--- src/rtl/rsa_pkg.sv ---
// rsa_pkg: shared types and constants for the modular-exponentiation arbiter
package rsa_pkg;
    localparam int WIDTH_DEF = 16;
    localparam int ABORT_LEN = 2;
    localparam logic ERR_NONE = 1'b0;
    localparam logic ERR_FAIL = 1'b1;
    typedef enum logic [2:0] {IDLE, LAUNCH, WAIT, ABORT, RESP} state_t;
endpackage

--- src/rtl/modexp_arbiter_if.sv ---
// modexp_arbiter_if: requester-side and engine-side signals of the modexp arbiter
interface modexp_arbiter_if import rsa_pkg::*; #(
    parameter int NUM_REQ = 2,
    parameter int WIDTH = WIDTH_DEF
);
    logic [NUM_REQ-1:0] req_valid, req_ack, resp_valid;
    logic [NUM_REQ*WIDTH-1:0] req_m, req_e, req_n;
    logic [WIDTH-1:0] resp_result, eng_m, eng_e, eng_n, eng_result;
    logic resp_error, busy, eng_ready, eng_reset, eng_valid;
    modport slave (
        input req_valid, req_m, req_e, req_n, eng_result, eng_valid,
        output req_ack, resp_valid, resp_result, resp_error, busy,
        output eng_m, eng_e, eng_n, eng_ready, eng_reset
    );
    modport master (
        output req_valid, req_m, req_e, req_n, eng_result, eng_valid,
        input req_ack, resp_valid, resp_result, resp_error, busy,
        input eng_m, eng_e, eng_n, eng_ready, eng_reset
    );
endinterface

--- src/rtl/rr_arbiter.sv ---
// rr_arbiter: combinational round-robin pick, first request at or above ptr with wrap
module rr_arbiter #(
    parameter int N = 2
) (
    input  logic [N-1:0]         req,
    input  logic [$clog2(N)-1:0] ptr,
    output logic [N-1:0]         gnt,
    output logic [$clog2(N)-1:0] idx,
    output logic                 any
);
    localparam int IW = $clog2(N);
    always_comb begin
        idx = '0;
        // scan from farthest to nearest so the closest request to ptr wins
        for (int k = N - 1; k >= 0; k--)
            if (req[(int'(ptr) + k) % N]) idx = IW'((int'(ptr) + k) % N);
        any = |req;
        gnt = any ? N'(1) << idx : '0;
    end
endmodule

--- src/rtl/modexp_arbiter.sv ---
// modexp_arbiter: round-robin sharing of one modexp engine with timeout recovery
module modexp_arbiter import rsa_pkg::*; #(
    parameter int NUM_REQ = 2,
    parameter int WIDTH = WIDTH_DEF,
    parameter int START_CYCLES = 2,
    parameter int TIMEOUT_CYCLES = 1024
) (
    input logic clk,
    input logic reset,
    modexp_arbiter_if.slave bus
);
    localparam int IW = $clog2(NUM_REQ);
    localparam int CW = $clog2(TIMEOUT_CYCLES) + 1;
    state_t state;
    logic [IW-1:0] ptr, gidx, pick_idx;
    logic [NUM_REQ-1:0] pick;
    logic any, abort_q;
    logic [CW-1:0] cnt;
    logic [WIDTH-1:0] m_q, e_q, n_q, pick_n;
    rr_arbiter #(.N(NUM_REQ)) u_rr (.req(bus.req_valid), .ptr(ptr), .gnt(pick), .idx(pick_idx), .any(any));
    assign pick_n = bus.req_n[pick_idx * WIDTH +: WIDTH];
    assign bus.eng_m = m_q;
    assign bus.eng_e = e_q;
    assign bus.eng_n = n_q;
    assign bus.eng_reset = reset | abort_q;
    assign bus.busy = state != IDLE;
    always_ff @(posedge clk) begin
        if (reset) begin
            state <= IDLE;
            ptr <= '0;
            gidx <= '0;
            cnt <= '0;
            abort_q <= 1'b0;
            m_q <= '0;
            e_q <= '0;
            n_q <= '0;
            bus.req_ack <= '0;
            bus.resp_valid <= '0;
            bus.resp_result <= '0;
            bus.resp_error <= ERR_NONE;
            bus.eng_ready <= 1'b0;
        end else begin
            bus.req_ack <= '0;
            bus.resp_valid <= '0;
            cnt <= &cnt ? cnt : cnt + 1'b1;
            case (state)
                IDLE: if (any) begin
                    gidx <= pick_idx;
                    m_q <= bus.req_m[pick_idx * WIDTH +: WIDTH];
                    e_q <= bus.req_e[pick_idx * WIDTH +: WIDTH];
                    n_q <= pick_n;
                    bus.req_ack <= pick;
                    cnt <= '0;
                    if (pick_n < WIDTH'(2)) begin
                        state <= RESP;
                        bus.resp_result <= '0;
                        bus.resp_error <= ERR_FAIL;
                    end else begin
                        state <= LAUNCH;
                        bus.eng_ready <= 1'b1;
                    end
                end
                LAUNCH: if (cnt == CW'(START_CYCLES - 1)) begin
                    state <= WAIT;
                    bus.eng_ready <= 1'b0;
                    cnt <= '0;
                end
                // the first WAIT cycle ignores eng_valid: it may still be the previous result
                WAIT: if (cnt != '0 && bus.eng_valid) begin
                    state <= RESP;
                    bus.resp_valid <= NUM_REQ'(1) << gidx;
                    bus.resp_result <= bus.eng_result;
                    bus.resp_error <= ERR_NONE;
                end else if (cnt == CW'(TIMEOUT_CYCLES - 1)) begin
                    state <= ABORT;
                    abort_q <= 1'b1;
                    cnt <= '0;
                end
                ABORT: if (cnt == CW'(ABORT_LEN - 1)) begin
                    state <= RESP;
                    abort_q <= 1'b0;
                    bus.resp_valid <= NUM_REQ'(1) << gidx;
                    bus.resp_result <= '0;
                    bus.resp_error <= ERR_FAIL;
                end
                // rejected operands enter RESP without a pulse and issue it one cycle later
                RESP: if (bus.resp_valid == '0) bus.resp_valid <= NUM_REQ'(1) << gidx;
                else begin
                    state <= IDLE;
                    ptr <= (gidx == IW'(NUM_REQ - 1)) ? '0 : gidx + 1'b1;
                    m_q <= '0;
                    e_q <= '0;
                    n_q <= '0;
                end
                default: state <= IDLE;
            endcase
        end
    end
endmodule

--- src/flat_wrapper.sv ---
// flat-port wrapper written by rule: the top's interface ports become plain ports
module modexp_arbiter_flat import rsa_pkg::*;
#(
    parameter int NUM_REQ = 2,
    parameter int WIDTH = WIDTH_DEF,
    parameter int START_CYCLES = 2,
    parameter int TIMEOUT_CYCLES = 1024
)
  (clk, reset, bus_req_valid, bus_req_m, bus_req_e, bus_req_n, bus_eng_result, bus_eng_valid, bus_req_ack, bus_resp_valid, bus_resp_result, bus_resp_error, bus_busy, bus_eng_m, bus_eng_e, bus_eng_n, bus_eng_ready, bus_eng_reset);
  modexp_arbiter_if #(.NUM_REQ(NUM_REQ), .WIDTH(WIDTH)) bus_i ();
  input logic clk;
  input logic reset;
  input wire logic [$bits(bus_i.req_valid)-1:0] bus_req_valid;
  input wire logic [$bits(bus_i.req_m)-1:0] bus_req_m;
  input wire logic [$bits(bus_i.req_e)-1:0] bus_req_e;
  input wire logic [$bits(bus_i.req_n)-1:0] bus_req_n;
  input wire logic [$bits(bus_i.eng_result)-1:0] bus_eng_result;
  input wire logic [$bits(bus_i.eng_valid)-1:0] bus_eng_valid;
  output wire logic [$bits(bus_i.req_ack)-1:0] bus_req_ack;
  output wire logic [$bits(bus_i.resp_valid)-1:0] bus_resp_valid;
  output wire logic [$bits(bus_i.resp_result)-1:0] bus_resp_result;
  output wire logic [$bits(bus_i.resp_error)-1:0] bus_resp_error;
  output wire logic [$bits(bus_i.busy)-1:0] bus_busy;
  output wire logic [$bits(bus_i.eng_m)-1:0] bus_eng_m;
  output wire logic [$bits(bus_i.eng_e)-1:0] bus_eng_e;
  output wire logic [$bits(bus_i.eng_n)-1:0] bus_eng_n;
  output wire logic [$bits(bus_i.eng_ready)-1:0] bus_eng_ready;
  output wire logic [$bits(bus_i.eng_reset)-1:0] bus_eng_reset;
  assign bus_i.req_valid = bus_req_valid;
  assign bus_i.req_m = bus_req_m;
  assign bus_i.req_e = bus_req_e;
  assign bus_i.req_n = bus_req_n;
  assign bus_i.eng_result = bus_eng_result;
  assign bus_i.eng_valid = bus_eng_valid;
  assign bus_req_ack = bus_i.req_ack;
  assign bus_resp_valid = bus_i.resp_valid;
  assign bus_resp_result = bus_i.resp_result;
  assign bus_resp_error = bus_i.resp_error;
  assign bus_busy = bus_i.busy;
  assign bus_eng_m = bus_i.eng_m;
  assign bus_eng_e = bus_i.eng_e;
  assign bus_eng_n = bus_i.eng_n;
  assign bus_eng_ready = bus_i.eng_ready;
  assign bus_eng_reset = bus_i.eng_reset;
  modexp_arbiter #(.NUM_REQ(NUM_REQ), .WIDTH(WIDTH), .START_CYCLES(START_CYCLES), .TIMEOUT_CYCLES(TIMEOUT_CYCLES)) u_core (.clk(clk), .reset(reset), .bus(bus_i));
endmodule
--- config.mk ---
export PLATFORM = sky130hd
export DESIGN_NAME = modexp_arbiter_flat
export DESIGN_NICKNAME = d
export VERILOG_FILES = /design/src/rtl/rsa_pkg.sv /design/src/rtl/modexp_arbiter_if.sv /design/src/rtl/rr_arbiter.sv /design/src/rtl/modexp_arbiter.sv /design/src/flat_wrapper.sv
export SDC_FILE = /design/constraint.sdc
export NUM_CORES = 1
export LEC_CHECK = 0
export BUFFER_PORTS_ARGS = -buffer_cell sky130_fd_sc_hd__clkbuf_2
export CORE_MARGIN = 2
export CORE_UTILIZATION = 42
export CTS_BUF_LIST = sky130_fd_sc_hd__clkbuf_16
export CTS_CLUSTER_DIAMETER = 200
export CTS_CLUSTER_SIZE = 28
export DETAILED_ROUTE_END_ITERATION = 8
export HOLD_SLACK_MARGIN = 0.05
export PLACE_DENSITY_LB_ADDON = 0.25
export SKIP_LAST_GASP = 1
export SYNTH_ARGS = -nofsm -noshare
export SYNTH_HDL_FRONTEND = slang
export SYNTH_SLANG_ARGS = --single-unit
--- constraint.sdc ---
create_clock -name clk -period 2.85 [get_ports clk]
set_clock_uncertainty 0.1 [all_clocks]
set_input_delay 0.1425 -clock clk [delete_from_list [all_inputs] [get_ports clk]]
set_output_delay 0.1425 -clock clk [all_outputs]
set_load 0.005 [all_outputs]
==> flow_metrics.tcl <==
set metrics [dict create \
    ant_nets 0 \
    post-route-period-util_pct 75.2 \
    numClockSinks 87 \
    clock_latency_ps 330 \
    setup_tns_ps 0 \
    netlist_area_sq_um 4080 \
    worst_slew_pin_slew_ps 908 \
    finalSetupViolations 0 \
    worstSetupEndpointType "flop" \
    fin_area_sq_um 5560 \
    crit_type "flop to flop" \
    antenna_found_initial 0 \
    rsz0062_at_grt "no" \
    maxSlewHeadroom_pct 39.5 \
    grt_pass1_vias 3822 \
    start_util_pct 43.7 \
    gp_congestion 0.855 \
    drive_gt1_share_pct 35.7 \
    path_cells "inv_1 -> ha_1 -> nor4b_2 -> a31o_4 -> a22oi_2 -> buf_4 -> a2bb2oi_1 -> o21ai_0" \
    boundaryPins 189 \
    dp_hpwl_um 8260 \
    htreeDepth 3 \
    fin_util_pct 59.7 \
    hold_buffers 16 \
    rows 35 \
    vias_per_cell 5.32 \
    grt_pass1_wl_um 17500 \
    antenna_cells 0 \
    dieArea_sq_um 10500 \
    grt.busiest_layer "met2" \
    num_vias 4051 \
    synth-edff-count 0 \
    placed_area_sq_um 5110 \
    grt_usage_pct 21.1 \
    cp_slowest_stage_delay_ps 450 \
    drt_iter0_drc 112 \
    nFillCells 805 \
    power_density_nw_per_um2 870 \
    met1_usage_pct 24.6 \
    core_area_sq_um 9330 \
    clkTransAtPathRegs_ps 70 \
    ys_types 50 \
    synth_area_leaders "dfxtp_1 43%, a2bb2oi_1 14%, mux2i_1 12%" \
    worstPathArrival_ps 2230 \
    synthArstFlopShare_pct 0 \
    critPathLaunchType "flop" \
    syn_nets 559 \
    ys.flop_type "dfxtp_1" \
    synth_top_area_share_pct 42.7 \
    syn_inst 439 \
    root_buffer "clkbuf_16" \
    tritoncts.num_buffers 9 \
    hold_violations 0 \
    wl_um 11500 \
    tritoncts "yes" \
    ys_seq_area_share_pct 42.7 \
    slowest_stage "dfxtp_1" \
    grt_max_degree 53 \
    irDropWorstVdd_mv 0.464 \
    numPortBuffers 188 \
    drv_slew 0 \
    use_met3_pct 5.02 \
    synth.yosys.warnings 0 \
    p_leak_nw 2.77 \
    ys_ff_latch 87 \
    overflow 0 \
    use_met2_pct 37.2 \
    post_cts_resized 0 \
    die_h_um 103 \
    dr.pass1.iters 4 \
    nets 749 \
    clock_path_buffers 2 \
    crit_family "compound AO/OA/AOI/OAI gates" \
    period_minus_slack_ps 2140 \
    fin_hold_ws_ps 62.7 \
    worst-path-max-fanout 19 \
    post_cts_buffers 0 \
    yosys.area.top_type "dfxtp_1" \
    synth_area_per_cell_sq_um 9.29 \
    route.detailed.wl_per_inst_um 15.0 \
    die_x_um 103 \
    hold_class "primary input to flop" \
    required_ps 2930 \
    max_freq_mhz 466 \
    drc 0 \
    maxCapViolCount 0 \
    status "finished clean" \
    syn2layout_area_growth_pct 36.4 \
    worst-path-buf-inv 2 \
]
[cell families (layout without fill, tap and decap cells)]
kind of cell | Yosys count | after routing | synth area share [%]
AOI/OAI and AO/OA | 112 | 112 | 21.3
xor gates and xnor gates | 8 | 8 | 1.72
adders and majority gates | 3 | 3 | 0.920
buffers and inverters | 39 | 233 | 4.17
DFF | 87 | 87 | 42.7
muxes | 49 | 49 | 12.0
and+or+nand+nor | 141 | 141 | 17.1
[worst reg2reg max path, delay by kind of cell (launching register included)]
family | cells | cell delay (ps)
AOI/OAI and AO/OA | 4 | 760
adders and majority gates | 1 | 190
buffers and inverters | 2 | 330
DFF | 1 | 450
and+or+nand+nor | 1 | 160
[sequential cells by signal, summed over array words and instances, names as in the netlist]
signal                  flops
u_core.bus.resp_error       1
u_core.ptr                  1
u_core.gidx                 1
u_core.abort_q              1
u_core.bus.resp_valid       2
u_core.state                3
u_core.bus.eng_e           16
u_core.bus.eng_n           16
u_core.cnt                 11
u_core.bus.eng_ready        1
u_core.bus.resp_result     16
u_core.bus.eng_m           16
u_core.bus.req_ack          2
[layout by cell type, fill, tap and decap left out, types with 11 or more instances in the layout]
master / netlist / routed
nor2_1: 64 / 64
a21oi_1: 12 / 12
dfxtp_1: 87 / 87
dlygate4sd3_1: 0 / 16
mux2i_1: 49 / 49
nand2_1: 26 / 26
a2bb2oi_1: 64 / 64
clkbuf_2: 0 / 188
o21ai_0: 12 / 11
[worst paths after layout]
kind | from | to | slack (ps) | depth (start not counted)
max | u_core.cnt[0] | u_core.bus.resp_result[15] | 710 | 8
min | bus_req_e[29] | u_core.bus.eng_e[13] | 60 | 4
max reg2reg | u_core.cnt[0] | u_core.bus.resp_result[15] | 710 | 8
min reg2reg | u_core.gidx | u_core.bus.resp_valid[0] | 380 | 1
[final cells by class]
cell class	count	area, sq um	share of cell area, %
multi-input cells	313	2180	39.2
flip-flops and latches	87	1740	31.3
repair buffers	212	1160	20.9
clock buffers	9	225	4.05
well taps	129	161	2.90
clock inverters	6	70.1	1.26
inverters	6	22.5	0.405
[routing by layer]
layer,wire [um],vias to the layer above
met5,0,-
met4,223,0
met3,932,18
met2,5650,153
met1,4660,1904
li1,-,1976
[synth_stat cells (2+ instances only)]
library cell and instances:
a21oi_1 12, a2bb2oi_1 64, a31oi_1 2, and2_1 4, and3_1 4, buf_1 3, buf_2 7, buf_6 2
clkbuf_1 21, dfxtp_1 87, ha_1 3, inv_1 6, mux2i_1 49, nand2_1 26, nand2b_1 2, nand3_1 2
nand4_1 9, nor2_1 64, nor2b_1 3, nor3_1 5, nor3b_1 2, nor4_1 7, o21ai_0 12, o21ai_1 9
or2_2 3, xnor2_1 2, xor2_1 6
[metrics by stage]
step / setup WS, ps / total power, mW / cells
floorplan: 758 / 3.11 / 439
global placement: 710 / 3.65 / 731
detailed placement: 600 / 3.69 / 731
CTS: 695 / 4.89 / 762
global route: 516 / 5.16 / 762
finish: 705 / 4.84 / 762
[report_power, final]
group	internal (mW)	switching [mW]	total [mW]
Clock	0.682	0.488	1.17
Combinational	0.980	1.01	1.99
Sequential	1.50	0.185	1.68
No activity file was read; power rests on OpenSTA's default activity.
